## config.mk

```make
export PLATFORM = sky130hd
export DESIGN_NAME = pipeline_ctrl
export DESIGN_NICKNAME = d
export VERILOG_FILES = /design/src/rtl/pipeline_ctrl_pkg.sv /design/src/rtl/pipeline_ctrl_mem_wait_timer.sv /design/src/rtl/pipeline_ctrl.sv
export SDC_FILE = /design/constraint.sdc
export NUM_CORES = 1
export LEC_CHECK = 0
export CAP_MARGIN = 20
export CORE_ASPECT_RATIO = 0.9
export CORE_UTILIZATION = 43
export CTS_BUF_LIST = sky130_fd_sc_hd__clkbuf_8
export CTS_CLUSTER_DIAMETER = 80
export CTS_CLUSTER_SIZE = 40
export DETAILED_ROUTE_END_ITERATION = 8
export PLACE_DENSITY = 0.91
export SYNTH_ARGS = -nofsm -noshare
export SYNTH_HDL_FRONTEND = slang
export SYNTH_SLANG_ARGS = --single-unit
```

## constraint.sdc

```tcl
create_clock -name clk -period 4 [get_ports clk]
set_input_delay 0.8 -clock clk [delete_from_list [all_inputs] [get_ports clk]]
set_output_delay 0.8 -clock clk [all_outputs]
set_load 0.02 [all_outputs]
```

## src/rtl/pipeline_ctrl_pkg.sv

```systemverilog
`default_nettype none
// ============================================================================
//  Module   : pipeline_ctrl_pkg
//  Purpose  : Shared state encodings and constants for the pipeline sequencer
//  Revision : 1.0  initial release
// ============================================================================
package pipeline_ctrl_pkg;

    typedef enum logic [1:0] {
        I_IDLE  = 2'd0,
        I_DRAIN = 2'd1,
        I_ISR   = 2'd2
    } int_state_t;

    typedef enum logic [0:0] {
        M_IDLE = 1'b0,
        M_WAIT = 1'b1
    } mem_state_t;

    localparam logic [4:0]  REG_X0    = 5'd0;
    localparam logic [31:0] NOP_INSTR = 32'h0000_0013;

    // A load-use pair exists when the load writes a real register read in decode
    function automatic logic load_use(input logic       rd_en,
                                      input logic [4:0] rd,
                                      input logic [4:0] rs1,
                                      input logic [4:0] rs2);
        return rd_en && (rd != REG_X0) && ((rd == rs1) || (rd == rs2));
    endfunction

endpackage : pipeline_ctrl_pkg
`default_nettype wire

```

## src/rtl/pipeline_ctrl_mem_wait_timer.sv

```systemverilog
`default_nettype none
// ============================================================================
//  Module   : mem_wait_timer
//  Purpose  : Counts memory wait-state cycles and raises a sticky timeout
//  Revision : 1.0  initial release
// ============================================================================
module mem_wait_timer
    import pipeline_ctrl_pkg::*;
#(
    parameter int MEM_TO = 255
) (
    input  logic clk,
    input  logic rst_n,
    input  logic stall_mem_i,
    output logic mem_timeout_o
);

    localparam logic [15:0] C_MEM_TO = 16'(MEM_TO);

    mem_state_t  state_q, state_d;
    logic [15:0] cnt_q,   cnt_d;
    logic        to_q,    to_d;

    // Next-state: the entry cycle only arms the FSM; stalled cycles in M_WAIT are counted
    always_comb begin
        state_d = state_q;
        cnt_d   = cnt_q;
        to_d    = to_q;
        case (state_q)
            M_IDLE: begin
                if (stall_mem_i) begin
                    state_d = M_WAIT;
                end
                cnt_d = 16'd0;
            end
            M_WAIT: begin
                if (!stall_mem_i) begin
                    state_d = M_IDLE;
                    cnt_d   = 16'd0;
                end else begin
                    if (cnt_q != C_MEM_TO) begin
                        cnt_d = cnt_q + 16'd1;
                    end
                    // Timeout is sticky; the stall itself is never broken here
                    if (cnt_d == C_MEM_TO) begin
                        to_d = 1'b1;
                    end
                end
            end
            default: begin
                state_d = M_IDLE;
                cnt_d   = 16'd0;
            end
        endcase
    end

    // State registers with synchronous active-low reset
    always_ff @(posedge clk) begin
        if (!rst_n) begin
            state_q <= M_IDLE;
            cnt_q   <= 16'd0;
            to_q    <= 1'b0;
        end else begin
            state_q <= state_d;
            cnt_q   <= cnt_d;
            to_q    <= to_d;
        end
    end

    assign mem_timeout_o = to_q;

endmodule : mem_wait_timer
`default_nettype wire

```

## src/rtl/pipeline_ctrl.sv

```systemverilog
`default_nettype none
// ============================================================================
//  Module   : pipeline_ctrl
//  Purpose  : Hazard / flush / interrupt sequencer for the 5-stage core
//  Revision : 1.0  initial release
// ============================================================================
module pipeline_ctrl
    import pipeline_ctrl_pkg::*;
#(
    parameter logic [31:0] INT_VECTOR = 32'h0000_1000,
    parameter int          MEM_TO     = 255
) (
    input  logic        clk,
    input  logic        rst_n,
    input  logic        rd_en_ex,
    input  logic [4:0]  write_reg_ex,
    input  logic [4:0]  read_register1_if_id,
    input  logic [4:0]  read_register2_if_id,
    input  logic        branch_taken_ex,
    input  logic [31:0] branch_target_ex,
    input  logic        rti_ex,
    input  logic        interrupt_branch_alert,
    input  logic [31:0] curr_pc_id,
    input  logic        irq,
    input  logic        mem_req,
    input  logic        mem_ready,
    output logic        hazard,
    output logic        flush,
    output logic        stall_mem,
    output logic        stall_if,
    output logic        pc_redirect,
    output logic [31:0] redirect_pc,
    output logic [31:0] epc,
    output logic        in_isr,
    output logic        irq_ack,
    output logic        mem_timeout
);

    int_state_t  int_q, int_d;
    logic [31:0] epc_q, epc_d;
    logic        flushed_q;
    logic        w_load_use;
    logic        w_take;

    assign w_load_use = load_use(rd_en_ex, write_reg_ex,
                                 read_register1_if_id, read_register2_if_id);

    // Interrupt entry only on a quiet cycle: nothing redirecting, stalling or bubbled
    assign w_take = (int_q == I_DRAIN) && irq && !interrupt_branch_alert &&
                    !branch_taken_ex && !rti_ex && !stall_mem && !w_load_use &&
                    !flushed_q;

    assign stall_mem = mem_req && !mem_ready;
    assign stall_if  = hazard || stall_mem;
    assign in_isr    = (int_q == I_ISR);
    assign epc       = epc_q;

    // Output priority: memory stall, then branch, rti, interrupt entry, load-use
    always_comb begin
        hazard      = 1'b0;
        flush       = 1'b0;
        pc_redirect = 1'b0;
        redirect_pc = 32'd0;
        irq_ack     = 1'b0;
        if (!stall_mem) begin
            if (branch_taken_ex) begin
                flush       = 1'b1;
                pc_redirect = 1'b1;
                redirect_pc = branch_target_ex;
            end else if (rti_ex) begin
                flush       = 1'b1;
                pc_redirect = 1'b1;
                redirect_pc = epc_q;
            end else if (w_take) begin
                flush       = 1'b1;
                pc_redirect = 1'b1;
                redirect_pc = INT_VECTOR;
                irq_ack     = 1'b1;
            end else begin
                hazard = w_load_use;
            end
        end
    end

    // Interrupt FSM next-state and EPC capture
    always_comb begin
        int_d = int_q;
        epc_d = epc_q;
        case (int_q)
            I_IDLE: begin
                if (irq) begin
                    int_d = I_DRAIN;
                end
            end
            I_DRAIN: begin
                if (!irq) begin
                    int_d = I_IDLE;
                end else if (w_take) begin
                    int_d = I_ISR;
                    epc_d = curr_pc_id;
                end
            end
            I_ISR: begin
                // Only an rti that actually redirects ends the handler
                if (rti_ex && !branch_taken_ex && !stall_mem) begin
                    int_d = I_IDLE;
                end
            end
            default: int_d = I_IDLE;
        endcase
    end

    // Sequencer state registers; flushed_q freezes along with the pipeline
    always_ff @(posedge clk) begin
        if (!rst_n) begin
            int_q     <= I_IDLE;
            epc_q     <= 32'd0;
            flushed_q <= 1'b0;
        end else begin
            int_q     <= int_d;
            epc_q     <= epc_d;
            flushed_q <= stall_mem ? flushed_q : flush;
        end
    end

    mem_wait_timer #(
        .MEM_TO (MEM_TO)
    ) u_mem_wait_timer (
        .clk           (clk),
        .rst_n         (rst_n),
        .stall_mem_i   (stall_mem),
        .mem_timeout_o (mem_timeout)
    );

endmodule : pipeline_ctrl
`default_nettype wire

```

==> results.py <==
metrics = {
    "global_routing": {
        "grt_max_degree": 38,
        "grt_pass1_vias": 2790,
        "grt_antenna_before_repair": 0,
        "gr-usage-all-layers_pct": 26.15,
        "grt_pass1_wl_um": 13990,
        "grt_overflow": 0,
    },
    "cts": {
        "clock-sinks": 53,
        "cts_hold_buf": 0,
        "post_cts_buffers": 0,
        "cts.clk_slew.worst_paths_ns": 0.09,
        "cts_buffer_depth": 2,
        "cts_tree": "built",
        "cts_buffers": 5,
        "clockRootBuffer": "clkbuf_8",
        "cts_htree_levels": 2,
        "ctsResizeCount": 0,
        "insertion_delay_ns": 0.31,
    },
    "synthesis": {
        "synth_ff_type": "dfxtp_1",
        "synth_common_cells": "dfxtp_1, nor2b_1, mux2i_1",
        "ys_seq_area_share_pct": 37.27,
        "synth_area_um2": 2846,
        "ys_warn_count": 0,
        "ys_seq_elements": 53,
        "syn_nets": 394,
        "ys_types": 46,
        "synth_edf_count": 0,
        "synth_top_area_cell": "dfxtp_1",
        "synthDominantCellAreaShare_pct": 37.27,
        "synthCells": 305,
        "syn_avg_cell_area_um2": 9.333,
        "asyncSetResetFlopFracSynth_pct": 0,
        "yosys-top-cells-area": "dfxtp_1, mux2i_1, a22o_1, nor2b_1, xnor2_1",
        "yosys.cell_count.top_type": "dfxtp_1",
    },
    "floorplanning": {
        "core-area_um2": 6250,
        "die_w_um": 87.76,
        "ios": 160,
        "fp-row-count": 27,
        "start_util_pct": 45.55,
        "die-area_um2": 6949,
        "fp.dieH_um": 79.19,
    },
    "finish": {
        "final_util_pct": 74.25,
        "multiInputGateArea_um2": 1672,
        "drive_gt1_share_pct": 6.739,
        "n_antenna_cell": 0,
        "final_nets": 548,
        "regArea_um2": 1061,
        "syn_to_final_growth_pct": 63.03,
        "fillers": 454,
    },
    "critical_path": {
        "end_kind": "primary output",
        "cp.arrival_ns": 3.03,
        "worst-path-buf-inv": 5,
        "critPathMaxFanout": 21,
        "worst_path_max_delay_cell": "clkdlybuf4s50_1",
        "crit_path_cell_trace": "clkdlybuf4s50_1 -> nand2b_1 -> inv_1 -> buf_4 -> nor3b_2 -> buf_4 -> a22o_1 -> clkdlybuf4s50_1",
        "path_class": "input pin to primary output",
        "worst_ep_required_time_ns": 3.20,
        "cp-start-kind": "input pin",
        "worst_path_dominant_cell_family": "buffers and inverters",
        "max_stage_delay_ns": 0.61,
    },
    "hold_path": {
        "hold_path.class": "register to register",
    },
    "detailed_routing": {
        "vias_per_cell": 5.291,
        "wl_per_cell_um": 16.92,
        "ant_nets": 0,
        "drt-initial-drc-count": 101,
        "drc": 0,
        "vias": 2894,
        "wirelength_um": 9253,
        "dr.pass1.iters": 4,
    },
    "sta": {
        "rsz0062_at_grt": "no",
        "finalCritPeriodShare_pct": 95.67,
        "hold_violations": 0,
        "period_needed_ns": 3.827,
        "fmax_mhz": 261.3,
        "setup_viol": 0,
        "skew_ns": 0.007497,
        "tns_ns": 0,
        "relSlewSlack_pct": 64.31,
        "worst_slew_pin_slew_ns": 0.5313,
        "final_max_slew_viol_count": 0,
    },
    "flow_run": {
        "maxCapViolations": 0,
    },
    "run_status": {
        "status": "finished clean",
    },
    "placed_design": {
        "hpwl_um": 7291,
        "port_buffers": 159,
        "place_congestion": 0.9073,
    },
    "pwr": {
        "p_per_area_nw_per_um2": 246.1,
        "peakVddDrop_mv": 0.1968,
        "p_leak_nw": 1.595,
    },
}
-- registers in the layout, summed over array words and instances, names as in the netlist --
register,cells
u_mem_wait_timer.cnt_q,16
epc,32
flushed_q,1
u_mem_wait_timer.state_q,1
int_q,2
u_mem_wait_timer.mem_timeout_o,1
-- cell families after synthesis --
family                     count (synthesis)  synth area share [%]
and+or+nand+nor                          117                 23.43
xor gates and xnor gates                  22                 6.769
adders and majority gates                  1                0.4395
DFF                                       53                 37.27
buffers and inverters                     25                 4.879
AOI/OAI and AO/OA                         54                 15.60
muxes                                     33                 11.60
-- routing by layer --
metal | vias to the layer above | global-route usage [%] | wire length (um)
li1 | 1387 | - | -
met1 | 1367 | 30.06 | 3744
met2 | 113 | 45.81 | 4543
met3 | 27 | 6.029 | 692
met4 | 0 | 11.48 | 272
met5 | - | 0 | 0
-- worst register-to-register path: cells and delay by family, from the launching register on --
family	cells	cell delay, ns
DFF	1	0.47
and+or+nand+nor	3	0.68
AOI/OAI and AO/OA	3	0.87
adders and majority gates	1	0.29
-- metrics by stage --
stage | setup WS (ns) | power [W] | hold WS (ns) | area [um^2] | instances
2_1_floorplan | 0.4909 | 0.0006300 | 0.4732 | 2846 | 305
3_3_place_gp | 0.2091 | 0.0007704 | 0.4526 | 4511 | 539
3_5_place_dp | 0.1113 | 0.0007742 | 0.4557 | 4511 | 539
4_1_cts | 0.1101 | 0.001150 | 0.4760 | 4631 | 547
5_1_grt | 0.03932 | 0.001185 | 0.4921 | 4641 | 547
6_report | 0.1734 | 0.001142 | 0.4704 | 4641 | 547
-- power breakdown --
| part | internal [W] | switching (W) |
|---|---|---|
| clock network | 0.000204 | 0.000175 |
| registers | 0.000531 | 0.00000253 |
| logic | 0.000142 | 0.0000888 |
-- cell type report --
type	count	share of cell area, %
clock inverter	2	0.8088
tap	87	2.346
clock buffer	6	1.779
multi-input combinational	227	36.02
timing repair buffer	168	35.86
sequential	53	22.86
inverter	4	0.3235
-- worst paths after layout --
kind	from	to	slack [ns]	cells past startpoint
setup / recovery	mem_ready	redirect_pc[22]	0.17	8
hold / removal	u_mem_wait_timer.mem_timeout_o$_SDFFE_PN0P_	u_mem_wait_timer.mem_timeout_o$_SDFFE_PN0P_	0.47	2
setup reg to reg	u_mem_wait_timer.cnt_q[0]$_SDFF_PN0_	u_mem_wait_timer.mem_timeout_o$_SDFFE_PN0P_	1.62	7
hold reg to reg	u_mem_wait_timer.mem_timeout_o$_SDFFE_PN0P_	u_mem_wait_timer.mem_timeout_o$_SDFFE_PN0P_	0.47	2
-- placed cells by master, fill, tap and decap left out, types with 2 or more instances in the layout --
cell type | Yosys | final
nor2_1 | 22 | 22
a31oi_1 | 4 | 3
buf_4 | 2 | 9
nand3_1 | 13 | 13
xor2_1 | 9 | 9
nor4_1 | 2 | 2
o21ai_0 | 3 | 3
clkdlybuf4s50_1 | 0 | 157
o31ai_1 | 4 | 4
mux2i_1 | 33 | 33
nor4_4 | 2 | 2
a22o_1 | 31 | 31
and2_1 | 2 | 2
and3_2 | 2 | 2
inv_1 | 4 | 4
nand4_1 | 2 | 2
dfxtp_1 | 53 | 53
nor3_1 | 8 | 7
nand2_1 | 15 | 15
a211oi_1 | 3 | 3
xnor2_1 | 13 | 13
dlymetal6s2s_1 | 0 | 2
clkbuf_8 | 1 | 6
and4_1 | 2 | 2
nor2b_1 | 38 | 38
Note: power is estimated with default switching activity, not from simulation.
